File: src/rtl/execute_control_unit_if.sv
// Issue-side and register-file-side signals of the execute control unit.
// The master is decode/issue; the slave is the execute sequencer.
interface execute_control_unit_if #(
  parameter int ADDR_WIDTH = 5
);
  logic                  instr_valid;
  logic [ADDR_WIDTH-1:0] rs1;
  logic [ADDR_WIDTH-1:0] rs2;
  logic [ADDR_WIDTH-1:0] read_addr;
  logic                  read_en;
  logic                  latch_en;
  logic                  execute;

  modport master (
    output instr_valid, rs1, rs2,
    input  read_addr, read_en, latch_en, execute
  );

  modport slave (
    input  instr_valid, rs1, rs2,
    output read_addr, read_en, latch_en, execute
  );
endinterface

File: src/rtl/execute_control_unit.sv
// Execute-stage sequencer: each accepted instruction reads rs1 (latched as
// operand A) and then rs2 (fires the ALU) on two consecutive cycles.
module execute_control_unit #(
  parameter int ADDR_WIDTH = 5
) (
  input  logic                    clk,
  input  logic                    rst,
  execute_control_unit_if.slave   bus
);

  typedef enum logic [1:0] {
    IDLE    = 2'd0,
    FETCH_A = 2'd1,
    FETCH_B = 2'd2
  } state_t;

  state_t                state_q, state_d;
  logic [ADDR_WIDTH-1:0] read_addr_q, read_addr_d;
  logic [ADDR_WIDTH-1:0] rs2_q, rs2_d;
  logic                  read_en_q, read_en_d;
  logic                  latch_en_q, latch_en_d;
  logic                  execute_q, execute_d;

  // The outputs are registered copies of the next-state decode, so each
  // strobe is aligned with the state it belongs to.
  always_ff @(posedge clk or negedge rst) begin
    if (!rst) begin
      state_q     <= IDLE;
      read_addr_q <= '0;
      rs2_q       <= '0;
      read_en_q   <= 1'b0;
      latch_en_q  <= 1'b0;
      execute_q   <= 1'b0;
    end else begin
      state_q     <= state_d;
      read_addr_q <= read_addr_d;
      rs2_q       <= rs2_d;
      read_en_q   <= read_en_d;
      latch_en_q  <= latch_en_d;
      execute_q   <= execute_d;
    end
  end

  // read_addr already holds rs1 during FETCH_A, so only rs2 needs capturing.
  always_comb begin
    state_d     = IDLE;
    read_addr_d = read_addr_q;
    rs2_d       = rs2_q;
    read_en_d   = 1'b0;
    latch_en_d  = 1'b0;
    execute_d   = 1'b0;
    case (state_q)
      IDLE: begin
        if (bus.instr_valid) begin
          state_d     = FETCH_A;
          read_addr_d = bus.rs1;
          rs2_d       = bus.rs2;
          read_en_d   = 1'b1;
          latch_en_d  = 1'b1;
        end
      end
      FETCH_A: begin
        state_d     = FETCH_B;
        read_addr_d = rs2_q;
        read_en_d   = 1'b1;
        execute_d   = 1'b1;
      end
      FETCH_B: state_d = IDLE;
      default: state_d = IDLE;
    endcase
  end

  assign bus.read_addr = read_addr_q;
  assign bus.read_en   = read_en_q;
  assign bus.latch_en  = latch_en_q;
  assign bus.execute   = execute_q;

endmodule

File: src/flat_wrapper.sv
// flat-port wrapper written by rule: the top's interface ports become plain ports
module execute_control_unit_flat 
#(
  parameter int ADDR_WIDTH = 5
)
  (clk, rst, bus_instr_valid, bus_rs1, bus_rs2, bus_read_addr, bus_read_en, bus_latch_en, bus_execute);
  execute_control_unit_if #(.ADDR_WIDTH(ADDR_WIDTH)) bus_i ();
  input  logic clk;
  input  logic rst;
  input wire logic [$bits(bus_i.instr_valid)-1:0] bus_instr_valid;
  input wire logic [$bits(bus_i.rs1)-1:0] bus_rs1;
  input wire logic [$bits(bus_i.rs2)-1:0] bus_rs2;
  output wire logic [$bits(bus_i.read_addr)-1:0] bus_read_addr;
  output wire logic [$bits(bus_i.read_en)-1:0] bus_read_en;
  output wire logic [$bits(bus_i.latch_en)-1:0] bus_latch_en;
  output wire logic [$bits(bus_i.execute)-1:0] bus_execute;
  assign bus_i.instr_valid = bus_instr_valid;
  assign bus_i.rs1 = bus_rs1;
  assign bus_i.rs2 = bus_rs2;
  assign bus_read_addr = bus_i.read_addr;
  assign bus_read_en = bus_i.read_en;
  assign bus_latch_en = bus_i.latch_en;
  assign bus_execute = bus_i.execute;
  execute_control_unit #(.ADDR_WIDTH(ADDR_WIDTH)) u_core (.clk(clk), .rst(rst), .bus(bus_i));
endmodule
File: config.mk
export PLATFORM = sky130hd
export DESIGN_NAME = execute_control_unit_flat
export DESIGN_NICKNAME = d
export VERILOG_FILES = /design/src/rtl/execute_control_unit_if.sv /design/src/rtl/execute_control_unit.sv /design/src/flat_wrapper.sv
export SDC_FILE = /design/constraint.sdc
export NUM_CORES = 1
export LEC_CHECK = 0
export ABC_AREA = 1
export BUFFER_PORTS_ARGS = -buffer_cell sky130_fd_sc_hd__buf_4
export CAP_MARGIN = 20
export CELL_PAD_IN_SITES_DETAIL_PLACEMENT = 1
export CELL_PAD_IN_SITES_GLOBAL_PLACEMENT = 2
export CORE_MARGIN = 4
export CORE_UTILIZATION = 25
export DETAILED_ROUTE_END_ITERATION = 10
export PLACE_DENSITY = 0.74
export SYNTH_ARGS = -nofsm -noshare
export SYNTH_HDL_FRONTEND = slang
export SYNTH_SLANG_ARGS = --single-unit
File: constraint.sdc
create_clock -name clk -period 1 [get_ports clk]
set_input_delay 0.15 -clock clk [delete_from_list [all_inputs] [get_ports clk]]
set_output_delay 0.15 -clock clk [all_outputs]
set_load 0.02 [all_outputs]
==> summary.log, run 1 <==
qor: pwr.swShare 0.3346
qor: global_routing.grt_max_degree 14
qor: sta.slew-limit-headroom 0.8825
qor: pwr.p_comb_frac 0.407
qor: sta.drv_slew 0
qor: layout.fraction_of_layout_instances_using_a_drive_strength_above_1 0.4091
qor: clocking.clock_insertion_delay_worst_skew 0.27 ns
qor: clocking.clock_tree.buffer_depth 2
qor: layout.antenna_diodes 0
qor: pwr.p_seq_frac 0.409
qor: layout.finalNetCount 124
qor: floorplanning.dieArea 3169 µm²
qor: drt.post_drt_via_cell_ratio 4.268
qor: clocking.tritoncts yes
qor: status.violated_checks setup timing
qor: sta.setup_tns -0.2578 ns
qor: sta.fin_crit 1.096 ns
qor: clocking.cts-buffers-inserted 3
qor: worst_setup_path.worst-path-max-fanout 4
qor: layout.layout_commonest_cell buf_4
qor: global_routing.grt_pass1_vias 602
qor: floorplanning.starting_density_of_the_core 0.2636
qor: global_routing.overflow 0
qor: global_routing.grt_pass1_wl 2615 µm
qor: synth.syn_area_per_cell 8.098 µm²
qor: pwr.static-leakage-power 0.5423 nW
qor: global_routing.overall_global_routing_usage 0.1046
qor: sta.timing.final.setup_violations 7
qor: worst_setup_path.critPathLaunchType flip-flop
qor: clocking.clock_sink_count 13
qor: synth.yosys_warnings 0
qor: placed_design.final_estimated_routing_congestion_in_global_placement 0.6530
qor: pwr.cell_internal_pwr 1.183 mW
qor: status.status complete, but fails checks
qor: clocking.htree_levels 1
qor: layout.synthToLayoutAreaGrowth 63.09%
qor: placed_design.hpwl 1136 µm
qor: layout.finalCoreUtilization 0.4299
qor: sta.maxClockFrequency 912.3 MHz
qor: layout.most-common-layout-cells buf_4 (27), nand2_1 (25), nand3_1 (15), inv_1 (11), dfrtp_1 (11)
qor: synth.synth_area_leader_cell dfrtp_1
qor: floorplanning.floorplan.core_area 2212 µm²
qor: drt.wl_per_cell 10.97 µm
qor: worst_setup_path.critical_path_arrival 0.95 ns
qor: sta.rsz0062_at_grt true
qor: drt.drcViolationCount 0
qor: drt.postRouteAntennaNets 0
qor: synth.synth_largest_type_area_fraction 0.5579
qor: clocking.clkTransAtPathRegs 0.08 ns
qor: clocking.cts_root_buffer clkbuf_4
qor: pwr.p_sw 0.5949 mW
qor: floorplanning.num_rows 17
qor: placed_design.port_buffers 20
qor: sta.fin_worst_skew 0.0009833 ns
qor: worst_setup_path.end_kind output pin
qor: pwr.worst_ir_drop_vdd 0.0009731 V
qor: hold_path.worst_hold_path_type primary input to flip-flop
qor: sta.fin_ws -0.09615 ns
qor: floorplanning.die_width 56.30 µm
qor: floorplanning.die-height 56.30 µm
qor: pwr.clock_power_share 0.183
qor: synth.syn_nets 85
qor: synth.synth_sequential_area_ratio 0.5579
qor: placed_design.placed_cells_incl_taps 126
qor: floorplanning.pin_count 21
qor: sta.timing.final.hold_violations 0
qor: synth.synthDistinctLibCells 9
qor: job.max_cap_viol_count 0
qor: worst_setup_path.start_to_end_type_of_the_worst_setup_path flip-flop to output pin
qor: layout.layout.cells.non_filler 138
qor: synth.synth.top_cells.by_area dfrtp_1 (56%), nand2_1 (17%), nand3_1 (13%), inv_1 (7.1%), buf_6 (1.9%)
qor: synth.ys_ff_latch 13
qor: pwr.power.density 1870 nW/µm²
qor: sta.worst_pin_slew 0.1762 ns
qor: synth.netlist_area 583.1 µm²
qor: drt.detailroute.via_count 589
qor: placed_design.pre_cts_slack 0.0003723 ns
qor: drt.drt-total-wl 1514 µm
qor: sta.final.period_utilization 1.096
qor: drt.drt-pass1-iter-count 2
qor: drt.first_drt_iteration_drcs 3
qor: worst_setup_path.worst-endpoint-required 0.85 ns
qor: global_routing.grt_antenna_before_repair 0
qor: synth.synthesis.instances 72
final cells by class:
| cell class | instances | area [µm²] |
|---|---|---|
| Tap cell | 28 | 35.03 |
| Sequential cell | 13 | 327.8 |
| Inverter | 13 | 53.80 |
| Clock buffer | 4 | 26.28 |
| Multi-Input combinational cell | 45 | 207.7 |
| Fill cell | 273 | 1261 |
| Timing Repair Buffer | 35 | 300.3 |
registers in the layout (all words and copies together) (netlist names):
register / flops
u_core.bus.execute: 1
u_core.bus.latch_en: 1
u_core.bus.read_addr: 5
u_core.bus.read_en: 1
u_core.rs2_q: 5
kinds of logic (layout without fill, tap and decap cells):
| group | Yosys count | after routing | share of synthesized area |
|---|---|---|---|
| simple gates | 45 | 45 | 0.3391 |
| buf+inv | 14 | 52 | 0.1030 |
| flops | 13 | 13 | 0.5579 |
worst paths after layout:
path / from / cells after the start / slack, ns / endpoint
worst max-delay path: u_core.bus.latch_en / 2 / -0.1 / bus_latch_en
worst min-delay path: bus_rs2[0] / 3 / 0.07 / u_core.rs2_q[0]
worst max register to register: u_core.bus.latch_en / 6 / -0.04 / u_core.bus.read_addr[0]
worst min register to register: u_core.rs2_q[0] / 2 / 0.50 / u_core.rs2_q[0]
max in group asynchronous: rst / 2 / 0.56 / u_core.bus.execute
min in group asynchronous: rst / 2 / 0.26 / u_core.bus.read_addr[2]
power by group through the flow:
stage	clock network, mW	logic [mW]	registers (mW)
floorplan	0	0.214	0.818
global route	0.366	0.792	0.744
detailed placement	0	0.591	0.735
CTS	0.347	0.637	0.727
finish	0.326	0.724	0.728
global placement	0	0.581	0.733
critical path, stage by stage, from the launching register on:
cell     delay [ns]
dfrtp_2        0.43
buf_6          0.12
buf_6          0.12
cell usage after synthesis:
cell type,instances
buf_6,1
dfrtp_1,13
inv_1,11
inv_2,2
nand2_1,27
nand2_2,1
nand2_4,1
nand3_1,15
nor2_1,1
per-stage QoR:
step / cell area [µm²] / hold WS (ns) / power, mW
6_report: 950.9 / 0.06735 / 1.778
5_1_grt: 950.9 / 0.06088 / 1.902
4_1_cts: 903.4 / 0.05590 / 1.710
3_5_place_dp: 827.0 / 0.007671 / 1.326
3_3_place_gp: 827.0 / 0.005422 / 1.314
2_1_floorplan: 588.1 / -0.1456 / 1.032
routing by layer:
layer  GRT usage  part of all wire  vias to the layer above
li1            -                 -                      295
met1      0.1243              0.45                      278
met2      0.1703              0.49                       16
met3     0.03218             0.065                        0
met4     0.05085                 0                        0
met5           0                 0                        -
what timing repair did:
action                     in CTS  in global routing
hold buffers                    1                  0
buffers inserted                2                  5
gates resized for setup         7                  3
setup endpoints to repair      12                 18
pin swaps                       1                  1
hold endpoints to repair       13                  0
Power figures use the tool's default switching activity.
==> inputs of run 2 (changes only) <==
- CORE_MARGIN: 4 -> 1
==> summary.log, run 2 (synthesis results as in run 1) <==
qor: clocking.clkTransAtPathRegs 0.08 ns [about the same]
qor: status.violated_checks setup timing [unchanged]
qor: pwr.power.density 1884 nW/µm² [was 1870 nW/µm²]
qor: worst_setup_path.end_kind output pin [unchanged]
qor: floorplanning.num_rows 17 [unchanged]
qor: floorplanning.starting_density_of_the_core 0.2636 [unchanged]
qor: drt.wl_per_cell 10.70 µm [was 10.97 µm]
qor: drt.drt-total-wl 1445 µm [was 1514 µm]
qor: drt.first_drt_iteration_drcs 6 [was 3]
qor: layout.synthToLayoutAreaGrowth 61.16% [was 63.09%]
qor: hold_path.worst_hold_path_type primary input to flip-flop [unchanged]
qor: drt.drcViolationCount 0 [unchanged]
qor: hold_path.hold_depth 3 [unchanged]
qor: drt.detailroute.via_count 568 [was 589]
qor: worst_setup_path.start_to_end_type_of_the_worst_setup_path flip-flop to output pin [unchanged]
qor: floorplanning.die_width 50.30 µm [was 56.30 µm]
qor: worst_setup_path.critPathLaunchType flip-flop [unchanged]
qor: worst_setup_path.worst_path_most_repeated_cell buf_6 [unchanged]
qor: placed_design.pre_cts_slack -0.007891 ns [was 0.0003723 ns]
qor: clocking.cts_root_buffer clkbuf_4 [unchanged]
qor: placed_design.port_buffers 20 [unchanged]
qor: placed_design.post_dp_cell_area 799.5 µm² [was 827.0 µm²]
qor: global_routing.overall_global_routing_usage 0.1358 [was 0.1046]
qor: sta.rsz0062_at_grt true [unchanged]
qor: worst_setup_path.worst-path-max-fanout 2 [was 4]
qor: sta.maxClockFrequency 930.3 MHz [was 912.3 MHz]
qor: worst_setup_path.critical_path_arrival 0.92 ns [was 0.95 ns]
qor: placed_design.hpwl 1059 µm [was 1136 µm]
qor: global_routing.overflow 0 [unchanged]
qor: job.max_cap_viol_count 0 [unchanged]
qor: clocking.tritoncts yes [unchanged]
qor: worst_setup_path.crit_chain buf_6 -> buf_6 [unchanged]
qor: drt.drt-pass1-iter-count 4 [was 2]
qor: worst_setup_path.slowest_delay 0.41 ns [was 0.43 ns]
qor: layout.fraction_of_layout_instances_using_a_drive_strength_above_1 0.4019 [was 0.4091]
qor: global_routing.grt_pass1_vias 530 [was 602]
qor: sta.fin_crit 1.075 ns [was 1.096 ns]
qor: global_routing.grt_max_degree 14 [unchanged]
qor: clocking.clock_tree.buffer_depth 2 [unchanged]
qor: global_routing.grt_pass1_wl 2442 µm [was 2615 µm]
qor: sta.timing.final.setup_violations 7 [unchanged]
qor: sta.fin_worst_skew 0.002387 ns [was 0.0009833 ns]
qor: clocking.clock_insertion_delay_worst_skew 0.27 ns [about the same]
qor: global_routing.grt_antenna_before_repair 0 [unchanged]
qor: sta.final.period_utilization 1.075 [was 1.096]
qor: floorplanning.floorplan.core_area 2212 µm² [unchanged]
qor: floorplanning.dieArea 2530 µm² [was 3169 µm²]
qor: layout.most-common-layout-cells nand2_1 (25), buf_4 (22), nand3_1 (15), inv_1 (11), dfrtp_1 (11) [was buf_4 (27), nand2_1 (25), nand3_1 (15), inv_1 (11), dfrtp_1 (11)]
qor: layout.layout.cell_area.non_filler 939.7 µm² [was 950.9 µm²]
qor: sta.worst_pin_slew 0.1782 ns [was 0.1762 ns]
qor: clocking.htree_levels 1 [unchanged]
qor: floorplanning.pin_count 21 [unchanged]
qor: clocking.cts-buffers-inserted 3 [unchanged]
qor: layout.final.fill_count 276 [was 273]
qor: sta.timing.final.hold_violations 0 [unchanged]
qor: floorplanning.die-height 50.30 µm [was 56.30 µm]
qor: layout.finalNetCount 121 [was 124]
qor: pwr.static-leakage-power 0.5326 nW [was 0.5423 nW]
qor: worst_setup_path.cell_count_of_the_worst_reg_to_reg_path 6 [unchanged]
qor: sta.fin_ws -0.07493 ns [was -0.09615 ns]
qor: placed_design.final_estimated_routing_congestion_in_global_placement 0.6716 [was 0.6530]
qor: sta.slew-limit-headroom 0.8812 [was 0.8825]
qor: worst_setup_path.worst-endpoint-required 0.85 ns [about the same]
qor: drt.postRouteAntennaNets 0 [unchanged]
qor: drt.post_drt_via_cell_ratio 4.207 [was 4.268]
qor: sta.fin_hold_ws 0.06501 ns [was 0.06735 ns]
qor: pwr.report.power.total 1.770 mW [was 1.778 mW]
qor: clocking.clock_sink_count 13 [unchanged]
qor: sta.drv_slew 0 [unchanged]
qor: pwr.worst_ir_drop_vdd 0.0008582 V [was 0.0009731 V]
qor: status.status complete, but fails checks [unchanged]
qor: layout.antenna_diodes 0 [unchanged]
qor: worst_setup_path.cp_slowest_cell dfrtp_2 [unchanged]
qor: layout.layout_commonest_cell nand2_1 [was buf_4]
run 2: cell types whose count changed in the layout (fill, tap and decap cells not counted), sizes merged:
cell,previous run,this run
buf,34,31
run 2: power by group:
part / switching, mW / leakage [nW] / internal, mW
clock network: 0.173 / 0.0150 / 0.155
logic: 0.346 / 0.361 / 0.366
registers: 0.0808 / 0.157 / 0.649
total: 0.600 / 0.533 / 1.17
run 2: layer usage:
metal / track usage / routed length, µm / vias up
met4: 0.09722 / 42 / 0
met5: 0 / 0 / -
li1: - / - / 291
met3: 0.04545 / 95 / 4
met1: 0.1676 / 639 / 254
met2: 0.1956 / 668 / 19
run 2: timing repair:
item	4_1_cts	5_1_grt
pin swaps	0	2
resized for setup	12	4
hold buffers	1	0
setup buffers	2	4
endpoints found under the hold margin	13	0
setup endpoints to repair	7	17
run 2: critical path, delay by kind of cell, from the launching register on:
kind                   cells  cell delay, ns
buffers and inverters      2            0.24
DFF                        1            0.41
run 2: layout make-up:
cell class / instances / area [µm²] / share of cell area
Clock buffer: 4 / 26.28 / 0.02796
Inverter: 13 / 53.80 / 0.05726
Multi-Input combinational cell: 45 / 220.2 / 0.2344
Sequential cell: 13 / 327.8 / 0.3489
Tap cell: 28 / 35.03 / 0.03728
Timing Repair Buffer: 32 / 276.5 / 0.2943
run 2: per-stage QoR:
step	utilization	cells	setup TNS, ns
after floorplan	-	72	0
after global placement	0.3614	124	0
after detailed placement	0.3614	124	-0.009169
after CTS	0.4044	131	-0.3150
after global routing	0.4248	135	-0.9020
final	0.4248	135	-0.2372
run 2: path summary, 6_finish.rpt:
check,startpoint,slack (ns),end
hold reg to reg,u_core.rs2_q[0],0.49,u_core.rs2_q[0]
hold / removal,bus_rs2[0],0.07,u_core.rs2_q[0]
setup / recovery,u_core.bus.latch_en,-0.07,bus_latch_en
min in group asynchronous,rst,0.26,u_core.rs2_q[3]
setup reg to reg,u_core.bus.latch_en,-0.03,u_core.bus.read_addr[4]
max in group asynchronous,rst,0.57,u_core.bus.latch_en
